[config.mk]
export PLATFORM = sky130hd
export DESIGN_NAME = inc_jno_core
export DESIGN_NICKNAME = d
export VERILOG_FILES = /design/src/rtl/inc_jno_core.sv
export SDC_FILE = /design/constraint.sdc
export NUM_CORES = 1
export LEC_CHECK = 0
export CORE_MARGIN = 2
export CORE_UTILIZATION = 30
export CTS_CLUSTER_SIZE = 40
export DETAILED_ROUTE_END_ITERATION = 12
export HOLD_SLACK_MARGIN = 0.06
export MAX_ROUTING_LAYER = met4
export PLACE_DENSITY = 0.55
export SLEW_MARGIN = 20
export SYNTH_ARGS = -nofsm -noshare
export SYNTH_HDL_FRONTEND = slang
export SYNTH_SLANG_ARGS = --single-unit
[constraint.sdc]
create_clock -name clock -period 1.8 [get_ports clock]
set_input_delay 0.27 -clock clock [delete_from_list [all_inputs] [get_ports clock]]
set_output_delay 0.27 -clock clock [all_outputs]
set_load 0.005 [all_outputs]
[src/rtl/inc_jno_core.sv]
// Tiny accumulator core with INC / JNO / CLR / HALT instructions.
// Two-cycle FETCH/EXEC sequencing over a small writable program memory.
module inc_jno_core #(
  parameter int unsigned DATA_W = 2,
  parameter int unsigned PC_W   = 2,
  parameter int unsigned CNT_W  = 8
) (
  input  logic              clock,
  input  logic              Resetter,
  input  logic              start,
  input  logic              prog_we,
  input  logic [PC_W-1:0]   prog_addr,
  input  logic [PC_W+1:0]   prog_data,
  output logic [PC_W-1:0]   pc,
  output logic [DATA_W-1:0] out,
  output logic              status,
  output logic              running,
  output logic              halted,
  output logic [CNT_W-1:0]  retired
);

  localparam int unsigned INSTR_W = PC_W + 2;
  localparam int unsigned DEPTH   = 1 << PC_W;

  localparam logic [1:0] OP_INC  = 2'b00;
  localparam logic [1:0] OP_JNO  = 2'b01;
  localparam logic [1:0] OP_CLR  = 2'b10;
  localparam logic [1:0] OP_HALT = 2'b11;

  typedef enum logic [1:0] {IDLE, FETCH, EXEC, HALTED} state_t;

  state_t               state;
  logic [INSTR_W-1:0]   mem [DEPTH];
  logic [INSTR_W-1:0]   ir;
  logic                 idle_like;
  logic [DATA_W:0]      inc_sum;
  logic [1:0]           opcode;
  logic [PC_W-1:0]      target;
  logic [PC_W-1:0]      pc_next_seq;
  logic [CNT_W-1:0]     retired_next;

  assign idle_like    = (state == IDLE) || (state == HALTED);
  assign inc_sum      = {1'b0, out} + (DATA_W+1)'(1);
  assign opcode       = ir[PC_W+1:PC_W];
  assign target       = ir[PC_W-1:0];
  assign pc_next_seq  = pc + PC_W'(1);
  assign retired_next = (retired == {CNT_W{1'b1}}) ? retired : retired + CNT_W'(1);

  // Program memory is never reset so a loaded program survives a reset pulse.
  always_ff @(posedge clock) begin
    if (prog_we && idle_like) begin
      mem[prog_addr] <= prog_data;
    end
  end

  // Control FSM; running/halted are registered alongside the state they decode.
  always_ff @(posedge clock or posedge Resetter) begin
    if (Resetter) begin
      state   <= IDLE;
      pc      <= '0;
      out     <= '0;
      status  <= 1'b0;
      retired <= '0;
      running <= 1'b0;
      halted  <= 1'b0;
      ir      <= '0;
    end else begin
      case (state)
        IDLE, HALTED: begin
          if (start) begin
            state   <= FETCH;
            pc      <= '0;
            retired <= '0;
            running <= 1'b1;
            halted  <= 1'b0;
          end
        end
        FETCH: begin
          ir    <= mem[pc];
          state <= EXEC;
        end
        EXEC: begin
          retired <= retired_next;
          case (opcode)
            OP_INC: begin
              out    <= inc_sum[DATA_W-1:0];
              status <= status | inc_sum[DATA_W];
              pc     <= pc_next_seq;
              state  <= FETCH;
            end
            OP_JNO: begin
              pc    <= status ? pc_next_seq : target;
              state <= FETCH;
            end
            OP_CLR: begin
              out    <= '0;
              status <= 1'b0;
              pc     <= pc_next_seq;
              state  <= FETCH;
            end
            default: begin
              state   <= HALTED;
              running <= 1'b0;
              halted  <= 1'b1;
            end
          endcase
        end
        default: begin
          state   <= IDLE;
          running <= 1'b0;
          halted  <= 1'b0;
        end
      endcase
    end
  end

endmodule

Word level (Yosys, flattened, before mapping)
Memory sizes are Yosys's and may differ from the RTL's. A register that Yosys moved wholly into a read port is not among the register bits.
Index checks and enable logic that the tools add are counted.
W data, S select, Z words.
- $add $sub $neg: 3
- equality and inequality tests: 10
- multiplexer cells: 20
- bitwise logic cells: 1
- reduce and logical (&&, ||, !) cells: 13
- operators with widths (cell ; number):
    $mux W8 ; 2
    $pmux W8 S2 ; 1
    $pmux W2 S2 ; 3
    $reduce_and A3 Y1 ; 3
    $add A8 B1 Y8 const B ; 1
    $eq A8 B8 Y1 const B ; 1
    $mux W2 ; 4
    $eq A2 B2 Y1 const B ; 3
    $mux W1 ; 6
    $ne A2 B2 Y1 const B ; 3
    $pmux W1 S2 ; 3
    $pmux W2 S3 ; 1
    $eq A2 B1 Y1 const B ; 2
    $logic_not A2 Y1 ; 2
    $reduce_bool A2 Y1 ; 2
    $reduce_or A2 Y1 ; 2
    $add A2 B1 Y3 const B ; 1
    $ne A3 B3 Y1 const B ; 1
    $reduce_or A3 Y1 ; 1
    $add A2 B1 Y2 const B ; 1
    $reduce_and A2 Y1 ; 1
    $logic_and A1 B1 Y1 ; 1
    $logic_or A1 B1 Y1 ; 1
    $or A1 B1 Y1 ; 1
- bits in registers: 17
- RAM bits: 16
- input port bits: 10
- output and inout port bits: 15
- word-level logic and storage cells: 55
- memories: 1
- memories (name ; depth ; bits a word ; rd ports ; clocked after Yosys merged registers in ; wr ports ; line ; source):
    mem ; 4 ; 4 ; 1 ; 1 ; 1 ; 33 ; logic [INSTR_W-1:0] mem [DEPTH];

Longest topological paths before layout
- depth in word-level cells: 5
- mapped depth: 7
- depth with buffers taken out: 6

Worst setup path before layout
No wires, ideal clock.
- path type: register -> register
- start: register state[0]
- end: register retired[6]
- setup time: 0.076 ns
- arrival time: 1.614 ns
- required time: 1.724 ns
- setup slack: 0.110 ns
- cell stages (with the launch flop): 8
- buffers on the path: 1
- period minus slack after synthesis: 1.690 ns
- cells stage by stage: dfrtp_1 -> inv_1 -> ha_1 -> buf_6 -> mux2_4 -> o21ai_2 -> or4_1 -> o21ai_1
- cells in the longest elaborated chain, start to end: 4
- elaborated cells between the ends (all ways): 9
- those cells by class: 4 x eq/ne; 1 x mux; 4 x reduce/logical
- ends and longest elaborated chain (what ; line ; source):
    from (decl) ; 32 ; state_t state;
    from (signal assigned) ; 59 ; state <= IDLE;
    from (signal assigned) ; 71 ; state <= FETCH;
    from (signal assigned) ; 80 ; state <= EXEC;
    $eq A2 B2 Y1 or $logic_not A2 Y1 (tied branches) ; 68 ; case (state)
    $reduce_or A2 Y1 ; 68 ;
    $ne A2 B2 Y1 (no line) or $reduce_bool A2 Y1 (tied branches) ; - ;
    $reduce_and A3 Y1 (no line) ; - ;
    to (signal assigned) ; 83 ; retired <= retired_next;
    to (decl) ; 19 ; output logic [CNT_W-1:0] retired
Several ways; a longest one is shown, not always the timed one.
A chain may end at the register's enable or synchronous reset.

Worst setup path after layout
Same ends and word-level chain as after synthesis.

==> qor.csv <==
stage;metric;value;unit
pwr;power_density;1230;nW/um^2
floorplan;die_w;78.6;um
clock_network;clk_pin_slew;0.07;ns
detailed_routing;drtAntennaViolNets;0;
sta;tightestPinTransition;0.297;ns
synth;avgSynthCellArea;12.8;sq um
cells_and_area;area_growth;27.1;%
synth;yosys_warnings;0;
synth;synth_fa_ha_area_share;3.00;%
worst_setup_path;rr_startpoint;state[0]$_DFFE_PP0P_;
worst_setup_path;crit_chain;inv_1 -> ha_1 -> mux2_4 -> o21ai_2 -> or4_1 -> o21ai_1;
worst_setup_path;cp_max_fo;5;
worst_setup_path;r2r_end;retired[6]$_DFFE_PP0P_;
detailed_routing;viasPerCell;4.71;
cells_and_area;multi_input_area;613;sq um
synth;muxShareOfSynthArea;9.60;%
detailed_routing;wire_per_inst;12.7;um
synth;syn-cell-area;1670;sq um
pwr;power_leakage;0.826;nW
detailed_routing;drt-total-wl;3.04;mm
cells_and_area;fin_util;39.0;%
synth;ys.flop_type;dfrtp_1;
synth;yosysTopAreaCellShare;31.5;%
cells_and_area;nNetsFinal;180;
sta;tns;0;ns
clock_network;clockRootBuffer;clkbuf_8;
global_routing;grt_max_degree;22;
synth;ys_seq_area_share;60.3;%
worst_setup_path;worstSetupPathType;reg -> reg;
sta;period_share;93.2;%
clock_network;numCtsBuffers;5;
synth;yosysTopAreaCell;dfrtp_1;
sta;slew_headroom;80.2;%
run;maxCapViolCount;0;
worst_hold_path;min_path_type;in -> async;
synth;synth_top_family_by_area;simple AND/OR/NAND/NOR gates;
synth;synth_xor_area_share;1.05;%
floorplan;ios;25;
floorplan;coreArea;5440;sq um
synth;synth_edf_count;16;
synth;ys_ff_latch;37;
cells_and_area;nFillCells;502;
placement;place_congestion;0.810;
sta;final-setup-viol-count;0;
synth;synth.distinct_cells;38;
global_routing;grt_pass1_wl;5.34;mm
placement;place_area;2030;sq um
worst_setup_path;reg2reg_slack;0.12;ns
clock_network;cts_tree;done;
pwr;peakVddDrop;0.536;mV
detailed_routing;num_vias;1125;
detailed_routing;initialDrtViolationCount;24;
clock_network;ctsHoldBuffers;0;
clock_network;cts_buffer_depth;2;
synth;synthesis.nets;144;
global_routing;grt_pass1_vias;1186;
synth;synth_compound_area_share;10.3;%
worst_setup_path;worst_ep_arrival_time;1.89;ns
placement;port_buffers;24;
clock_network;postCtsSetupBuffers;0;
clock_network;cts-resized-gates;0;
sta;rsz0062_at_grt;false;
detailed_routing;drc;0;
detailed_routing;drtPass1Iterations;4;
worst_setup_path;slowest_delay;0.46;ns
clock_network;clock_latency;0.28;ns
worst_setup_path;r2r_cells;6;
synth;synth.top_cells.by_area;dfrtp_1 (31%), edfxtp_1 (29%), mux4_2 (5.4%);
synth;synthSimpleGateAreaFrac;12.7;%
worst_setup_path;cp-end-kind;flip-flop;
floorplan;rows;27;
worst_setup_path;required;2.01;ns
sta;hold_viol_final;0;
floorplan;die_h;78.6;um
status;status;finished, final reports clean;
global_routing;antenna_found_initial;0;
sta;finClkSkew;0.00493;ns
global_routing;grt_use_total;11.4;%
sta;fmax;596;MHz
clock_network;h-tree-depth;2;
floorplan;start_util;30.7;%
floorplan;die_area;6180;sq um
clock_network;clock_sinks;37;
worst_setup_path;cp-start-kind;flip-flop;
placement;hpwl;2.33;mm
sta;slew_viol_final;0;
cells_and_area;final_area;2120;sq um
cells_and_area;layout-drive-gt1-share;18.0;%
global_routing;globalRouteOverflowTotal;0;
synth;synth_cells;130;
cells_and_area;seq_area;1010;sq um
synth;async_flop_share;56.8;%
worst_setup_path;crit_slowest_cell;or4_1;
cells_and_area;antennaDiodeCount;0;
sta;period_needed;1.68;ns
==> metal layers <==
| metal | GRT usage (%) | share of wire (%) |
|---|---|---|
| met3 | 3.56 | 4.1 |
| met2 | 20.1 | 51 |
| met1 | 12.1 | 44 |
| met4 | 3.68 | 0.82 |
| met5 | - | 0 |
==> cells in the mapped netlist, drive strengths merged (2+ instances only) <==
| cell type | count |
|---|---|
| a21oi | 12 |
| buf | 3 |
| dfrtp | 21 |
| edfxtp | 16 |
| ha | 4 |
| inv | 6 |
| mux2 | 5 |
| mux4 | 4 |
| nand2 | 11 |
| nand2b | 2 |
| nand3 | 4 |
| nand4 | 3 |
| nor2 | 5 |
| nor3 | 3 |
| nor3b | 3 |
| o21ai | 9 |
| or3 | 2 |
| xor2 | 2 |
==> registers in the layout (all words and copies together), names as in the netlist, 2 cells and up <==
register / cells
mem: 16
pc: 2
ir: 4
out: 2
state: 2
retired: 8
==> layout by cell type, fill, tap and decap left out, drive strengths merged, types with 5 or more instances in the layout <==
cell type / instances
a21oi: 12
buf: 8
clkbuf: 6
clkdlybuf4s50: 24
dfrtp: 21
edfxtp: 16
inv: 6
mux2: 5
nand2: 11
nor2: 5
o21ai: 9
==> how the worst max path moves through the flow <==
| stage | start | endpoint | cells past startpoint | slack [ns] |
|---|---|---|---|---|
| 2_1_floorplan | state[0]$_DFFE_PP0P_ | retired[6]$_DFFE_PP0P_ | 7 | 0.11 |
| 3_3_place_gp | start | retired[6]$_DFFE_PP0P_ | 5 | 0.17 |
| 3_5_place_dp | state[0]$_DFFE_PP0P_ | retired[6]$_DFFE_PP0P_ | 6 | 0.13 |
| 4_1_cts | pc[0]$_DFFE_PP0P_ | pc[0] | 1 | 0.05 |
| 5_1_grt | state[0]$_DFFE_PP0P_ | retired[6]$_DFFE_PP0P_ | 6 | 0.02 |
| 6_report | state[0]$_DFFE_PP0P_ | retired[6]$_DFFE_PP0P_ | 6 | 0.12 |
==> report_power, final <==
part | switching [mW] | leakage (nW) | internal, mW
registers | 0.146 | 0.416 | 1.04
logic | 0.414 | 0.373 | 0.454
clock network | 0.289 | 0.0374 | 0.273
==> through the flow <==
step           power, mW  std cells  setup slack, ns  hold WS, ns
2_1_floorplan       1.79        130            0.110        0.247
3_3_place_gp        2.05        231            0.167        0.490
3_5_place_dp        2.08        231            0.131        0.500
4_1_cts             2.65        239           0.0472        0.330
5_1_grt             2.81        239           0.0240        0.353
6_report            2.62        239            0.122        0.321
==> final cells by class <==
cell class | instances | area share (%)
Clock buffer | 6 | 3.42
Clock inverter | 2 | 0.708
Inverter | 6 | 1.06
Multi-Input combinational cell | 84 | 28.9
Sequential cell | 37 | 47.5
Tap cell | 72 | 4.25
Timing Repair Buffer | 32 | 14.2
==> critical path: cells and delay by family (launching register included) <==
| family | cells | cell delay [ns] |
|---|---|---|
| AO/OA/AOI/OAI | 2 | 0.15 |
| AND/OR/NAND/NOR | 1 | 0.46 |
| adder cells (fa/ha/maj) | 1 | 0.32 |
| buffers and inverters | 1 | 0.05 |
| flip-flops | 1 | 0.37 |
| multiplexers | 1 | 0.25 |
==> kinds of logic after synthesis <==
family                     Yosys count
DFF                                 37
and+or+nand+nor                     39
AOI/OAI and AO/OA                   29
xor gates and xnor gates             2
adders and majority gates            4
muxes                               10
buffers and inverters                9
Power figures use the tool's default switching activity.
